## src/rtl/hash_verifier.sv

```systemverilog
// rtl/hash_verifier.sv - recomputes a 32-round byte hash over payload+nonce and checks it against a claimed hash and target
module hash_verifier (
    input  logic        i_clk,
    input  logic        i_reset,
    input  logic        i_start,
    input  logic [95:0] i_payload,
    input  logic [31:0] i_nonce,
    input  logic [23:0] i_hash_in,
    input  logic [7:0]  i_target,
    output logic        o_busy,
    output logic        o_done,
    output logic [23:0] o_hash_calc,
    output logic        o_hash_match,
    output logic        o_meets_target,
    output logic        o_valido
);

    typedef enum logic [1:0] {S_IDLE, S_RONDA, S_FIN} state_t;

    state_t          r_state;
    state_t          w_next;
    logic [15:0][7:0] r_win;
    logic [4:0]      r_idx;
    logic [7:0]      r_a, r_b, r_c;
    logic [23:0]     r_hash_in;
    logic [7:0]      r_target;
    logic            r_busy, r_done, r_match, r_meets, r_valido;
    logic [23:0]     r_hash_calc;

    logic [7:0]      w_k, w_x, w_new;
    logic [23:0]     w_hash;
    logic            w_meets;

    // r_win[0] is always W[r_idx]; the byte shifted in is W[r_idx+16]
    assign w_k     = (r_idx <= 5'd16) ? 8'h99 : 8'ha1;
    assign w_x     = (r_idx <= 5'd16) ? (r_a ^ r_b) : (r_a ^ r_c);
    assign w_new   = r_win[13] | (r_win[7] ^ r_win[2]);
    assign w_hash  = {8'h01 + r_a, 8'h89 + r_b, 8'hfe + r_c};
    assign w_meets = (w_hash[23:16] < r_target) && (w_hash[15:8] < r_target);

    always_ff @(posedge i_clk or posedge i_reset) begin
        if (i_reset) r_state <= S_IDLE;
        else         r_state <= w_next;
    end

    always_comb begin
        w_next = r_state;
        case (r_state)
            S_IDLE:  if (i_start) w_next = S_RONDA;
            S_RONDA: if (r_idx == 5'd31) w_next = S_FIN;
            S_FIN:   w_next = S_IDLE;
            default: w_next = S_IDLE;
        endcase
    end

    always_ff @(posedge i_clk or posedge i_reset) begin
        if (i_reset) begin
            r_win       <= '0;
            r_idx       <= 5'd0;
            r_a         <= 8'd0;
            r_b         <= 8'd0;
            r_c         <= 8'd0;
            r_hash_in   <= 24'd0;
            r_target    <= 8'd0;
            r_busy      <= 1'b0;
            r_done      <= 1'b0;
            r_hash_calc <= 24'd0;
            r_match     <= 1'b0;
            r_meets     <= 1'b0;
            r_valido    <= 1'b0;
        end else begin
            r_done <= 1'b0;
            case (r_state)
                S_IDLE: begin
                    if (i_start) begin
                        for (int j = 0; j < 12; j++) r_win[j] <= i_payload[95-8*j -: 8];
                        for (int j = 0; j < 4; j++)  r_win[12+j] <= i_nonce[31-8*j -: 8];
                        r_hash_in <= i_hash_in;
                        r_target  <= i_target;
                        r_a       <= 8'h01;
                        r_b       <= 8'h89;
                        r_c       <= 8'hfe;
                        r_idx     <= 5'd0;
                        r_busy    <= 1'b1;
                    end
                end
                S_RONDA: begin
                    r_a <= r_b ^ r_c;
                    r_b <= {r_c[3:0], 4'b0000};
                    r_c <= w_x + w_k + r_win[0];
                    for (int j = 0; j < 15; j++) r_win[j] <= r_win[j+1];
                    r_win[15] <= w_new;
                    r_idx     <= r_idx + 5'd1;
                end
                S_FIN: begin
                    r_hash_calc <= w_hash;
                    r_match     <= (w_hash == r_hash_in);
                    r_meets     <= w_meets;
                    r_valido    <= (w_hash == r_hash_in) && w_meets;
                    r_done      <= 1'b1;
                    r_busy      <= 1'b0;
                end
                default: ;
            endcase
        end
    end

    assign o_busy         = r_busy;
    assign o_done         = r_done;
    assign o_hash_calc    = r_hash_calc;
    assign o_hash_match   = r_match;
    assign o_meets_target = r_meets;
    assign o_valido       = r_valido;

endmodule

```

## config.mk

```make
export PLATFORM = sky130hd
export DESIGN_NAME = hash_verifier
export DESIGN_NICKNAME = d
export VERILOG_FILES = /design/src/rtl/hash_verifier.sv
export SDC_FILE = /design/constraint.sdc
export NUM_CORES = 1
export LEC_CHECK = 0
export CORE_MARGIN = 5
export CORE_UTILIZATION = 31
export DETAILED_ROUTE_END_ITERATION = 10
export SLEW_MARGIN = 20
export SYNTH_ARGS = -nofsm -noshare
export SYNTH_HDL_FRONTEND = slang
export SYNTH_SLANG_ARGS = --single-unit
export TNS_END_PERCENT = 5
```

## constraint.sdc

```tcl
create_clock -name i_clk -period 7.4 [get_ports i_clk]
set_input_delay 1.48 -clock i_clk [delete_from_list [all_inputs] [get_ports i_clk]]
set_output_delay 1.48 -clock i_clk [all_outputs]
set_load 0.02 [all_outputs]
```

[Word level (Yosys, flattened, before mapping)]
Cells that the tools add are included.
Storage, ports and cells
  input port bits: 163
  flip-flop bits (word level): 220
  word-level logic and storage cells: 76
  output and inout port bits: 29
Cells by class
  bitwise logic cells: 5
  order comparisons: 3
  equality and inequality tests: 6
  $add $sub $neg: 6
  muxes and demuxes: 18
  reductions and logical operators: 9
Operator list (number)
  $pmux W128 S2: 1
  $mux W128: 1
  $pmux W8 S2: 3
  $mux W8: 4
  $xor A8 B8 Y8: 4
  $eq A24 B24 Y1: 1
  $add A8 B8 Y8: 2
  $add A8 B8 Y8 const A: 2
  $lt A8 B8 Y1: 2
  $pmux W5 S2: 1
  $add A1 B8 Y8 const A: 1
  $or A8 B8 Y8: 1
  $reduce_and A2 Y1: 4
  $mux W6: 1
  $add A5 B1 Y5 const B: 1
  $eq A5 B5 Y1 const B: 1
  $le A5 B5 Y1 const B: 1
  $mux W5: 1
  $mux W2: 2
  $ne A2 B2 Y1 const B: 2
  $pmux W2 S2: 1
  $reduce_bool A2 Y1: 2
  $eq A2 B1 Y1 const B: 1
  $eq A2 B2 Y1 const B: 1
  other kinds (4): 6

[Longest topological paths before layout]
  depth after elaboration: 5
  depth in mapped cells: 17
  mapped depth without buffers: 16

[Worst setup path before layout]
No wires, ideal clock.
  path kind: reg-to-reg
  start: register r_idx[0]
  end: register r_c[7]
  period minus slack after synthesis: 3.061 ns
  buffers on the path: 1
  setup slack: 4.339 ns
  data required time: 7.263 ns
  arrival time: 2.925 ns
  setup time: 0.137 ns
  stages on the path, launching flop included: 18
  cells stage by stage: dfrtp_1 inv_1 ha_1 inv_1 o31a_1 clkbuf_1 mux2i_1 xor2_1 ha_1 inv_1 ha_1 fa_1 a21oi_1 nor2_1 nor2_1 o21ai_0 xnor2_1 a21oi_1
Between the ends
  word-level cells in the longest chain between the ends: 5
  elaborated cells between the ends (all ways): 6
  those cells by class: add/sub: 2; order compare: 1; mux: 3
RTL lines
  start, declared: line 23  | logic [4:0] r_idx;
  start signal, assigned: line 93  | r_idx <= r_idx + 5'd1;
  $le A5 B5 Y1 *: line 35, 36
  $mux W8 or $mux W6 (tied branches): line 36, 35
  $add A8 B8 Y8 * (2 in a row): line 90  | r_c <= w_x + w_k + r_win[0];
  $pmux W8 S2 *: line 73  | case (r_state)
  end signal, assigned: line 90
  end, declared: line 24  | logic [7:0] r_a, r_b, r_c;
Every way passes the cells marked *; elsewhere a longest branch is shown, timed or not.
A chain may end at the register's enable or synchronous reset.

[Final worst setup path]
  start: input port i_start
  end: register r_hash_in[18]
Between the ends
  word-level cells in the longest chain between the ends: 1
RTL lines
  start, declared: line 5  | input logic i_start,
  $reduce_and A2 Y1 (no line)
  end signal, assigned: line 78  | r_hash_in <= i_hash_in;
  end, declared: line 25  | logic [23:0] r_hash_in;
Every way passes these cells.

==> results.sh <==
export IMPL_status="complete, no violations"
export IMPL_grt_pass1_vias=9115
export IMPL_layout_drive_gt1_share_pct=6.87
export IMPL_power_density_mw_per_mm2=419
export IMPL_post_cts_resized=0
export IMPL_seqCellArea_mm2=0.00534
export IMPL_post_cts_setup_buffer_count=0
export IMPL_holdBufCountCts=0
export IMPL_grt_usage_pct=15.7
export IMPL_cts_buffers=25
export IMPL_routedWlPerCell_um=18.1
export IMPL_yosys_area_top_type="dfrtp_1"
export IMPL_die_area_mm2=0.0399
export IMPL_grt_pass1_wl_um=50900
export IMPL_clkLatencyLatePin_ns=0.53
export IMPL_netlist_area_mm2=0.0112
export IMPL_ys_flop_type="dfrtp_1"
export IMPL_port_buffers=190
export IMPL_grt_max_degree=93
export IMPL_clkTransAtPathRegs_ns=0.06
export IMPL_first_pass_iters=5
export IMPL_maxSlewViolCount=0
export IMPL_yosysTopAreaCellShare_pct=47.7
export IMPL_synth_seq_cells=213
export IMPL_fin_nets=1490
export IMPL_power_mw=5.91
export IMPL_post_route_period_util_pct=50.0
export IMPL_totalWireLength_um=32000
export IMPL_finalSetupViolCount=0
export IMPL_fill_cells=3637
export IMPL_clock_path_buffers=3
export IMPL_final_cell_mix="211 x dfrtp_1, 189 x clkdlybuf4s50_1, 146 x o21ai_0"
export IMPL_synth_nets=1364
export IMPL_cap_violations=0
export IMPL_synth_distinct_cells=58
export IMPL_critPathLaunchType="input pin"
export IMPL_crit_required_ns=7.80
export IMPL_ys_top_cells_by_area="dfrtp_1 48%, o21ai_0 6.5%, a21oi_1 5.7%"
export IMPL_skew_ns=0.0114
export IMPL_fp_row_count=69
export IMPL_cts_root_buffer="clkbuf_16"
export IMPL_hpwl_um=21500
export IMPL_hp_class="reg -> reg"
export IMPL_syn_to_final_growth_pct=26.3
export IMPL_cts_tree="yes"
export IMPL_overflow=0
export IMPL_rsz0062_at_grt="no"
export IMPL_cp_max_fo=55
export IMPL_slew_headroom_pct=27.9
export IMPL_period_minus_slack_ns=3.70
export IMPL_vias_per_cell=5.02
export IMPL_fmax_ghz=0.270
export IMPL_num_io_pins=192
export IMPL_setup_tns_ns=0
export IMPL_worst_pin_slew_ns=1.08
export IMPL_num_antenna_cells=0
export IMPL_worst_ep_arrival_time_ns=4.10
export IMPL_layout_commonest_cell="dfrtp_1"
export IMPL_yosysWarnings=0
export IMPL_start_util_pct=31.4
export IMPL_synthArstFlopShare_pct=100
export IMPL_avgSynthCellArea_um2=9.57
export IMPL_cts_htree_levels=1
export IMPL_path_class="in -> reg"
export IMPL_multi_input_area_mm2=0.00537
export IMPL_end_kind="flip-flop"
export IMPL_route_detailed_drc=0
export IMPL_drt_iter0_drc=499
export IMPL_fp_dieW_um=200
export IMPL_peakVddDrop_mv=0.237
export IMPL_placedCellCount=1728
export IMPL_netlist_instances=1168
export IMPL_ant_nets=0
export IMPL_layoutNonFillerInstCount=1771
export IMPL_p_leak_nw=6.09
export IMPL_yosysSeqAreaShare_pct=47.7
export IMPL_die_y_um=200
export IMPL_hold_viol_final=0
export IMPL_whs_ns=0.473
export IMPL_synth_edf_count=0
export IMPL_cts_sinks=213
export IMPL_core_mm2=0.0356
export IMPL_final_util_pct=39.7
export IMPL_vias=8887
export IMPL_antenna_found_initial=5
export IMPL_gp_congestion=0.795
-- flip-flops by register name (all words and copies together) (netlist names), 3 cells and up --
name and flops:
r_win 128, r_hash_in 24, o_hash_calc 22, r_a 8, r_c 8, r_target 8
r_idx 5, r_b 3
-- logic make-up after synthesis --
| group | synth area share (%) |
|---|---|
| AO/OA/AOI/OAI | 18.6 |
| AND/OR/NAND/NOR | 16.2 |
| flip-flops | 47.7 |
| buffers and inverters | 4.48 |
| XOR/XNOR | 5.88 |
| multiplexers | 3.37 |
| adder cells (fa/ha/maj) | 3.76 |
| other | 0.0336 |
-- routing by layer --
layer	up-vias	routed length [um]	part of all wire (%)	global-route usage, %
li1	4319	-	-	-
met1	4314	14900	46	22.2
met2	196	14900	47	25.3
met3	48	1550	4.9	2.87
met4	10	599	1.9	3.32
met5	-	74	0.23	0
-- report_power, final --
part,leakage (nW),internal [mW],switching (mW)
Sequential,2.49,1.75,0.550
Clock,0.368,0.670,0.498
Combinational,3.23,1.25,1.20
-- worst max-delay path, cell delays in order --
cell and delay (ns):
buf_4 0.41, nor2b_4 0.23, buf_4 0.52, nor2b_4 0.96, mux2_2 0.42
-- metrics by stage --
step	setup slack, ns	area [um^2]
floorplan	0.0974	11200
global placement	3.19	13300
detailed placement	3.14	13300
CTS	3.68	14100
global route	3.53	14100
finish	3.70	14100
-- synthesized netlist by cell type (3+ instances only) --
cell and count:
dfrtp_1 213, o21ai_0 146, nand2_1 140, a21oi_1 127, clkbuf_1 75, and3b_1 59, nor2b_1 56, a22oi_1 55
xnor2_1 38, nor2_1 33, ha_1 32, mux2_2 29, xor2_1 24, inv_1 23, buf_2 12, nor3_1 10
a31oi_1 9, nand3_1 8, o31ai_1 8, buf_1 7, a21o_1 6, mux2i_1 5, buf_4 4, xnor3_1 4
nand4_1 3
-- final cells by class --
class / instances / share of cell area, %
clock inverters: 7 / 0.328
inverters: 23 / 0.665
repair buffers: 199 / 13.9
well taps: 461 / 4.09
clock buffers: 36 / 5.08
multi-input cells: 832 / 38.1
flip-flops and latches: 213 / 37.8
-- final timing paths --
| kind | endpoint | slack [ns] | start | depth (start not counted) |
|---|---|---|---|---|
| max in group asynchronous | r_win[63]$_DFFE_PP0P_ | 4.58 | i_reset | 3 |
| min in group asynchronous | o_busy$_DFFE_PP0P_ | 1.39 | i_reset | 2 |
| worst min register to register | o_hash_calc[22]$_DFFE_PP0P_ | 0.47 | o_hash_calc[22]$_DFFE_PP0P_ | 2 |
| worst max register to register | r_c[7]$_DFFE_PP0P_ | 4.06 | r_idx[0]$_DFFE_PP0P_ | 16 |
| worst max-delay path | r_hash_in[18]$_DFFE_PP0P_ | 3.70 | i_start | 5 |
| worst min-delay path | o_hash_calc[22]$_DFFE_PP0P_ | 0.47 | o_hash_calc[22]$_DFFE_PP0P_ | 2 |
Note: power is estimated with default switching activity, not from simulation.
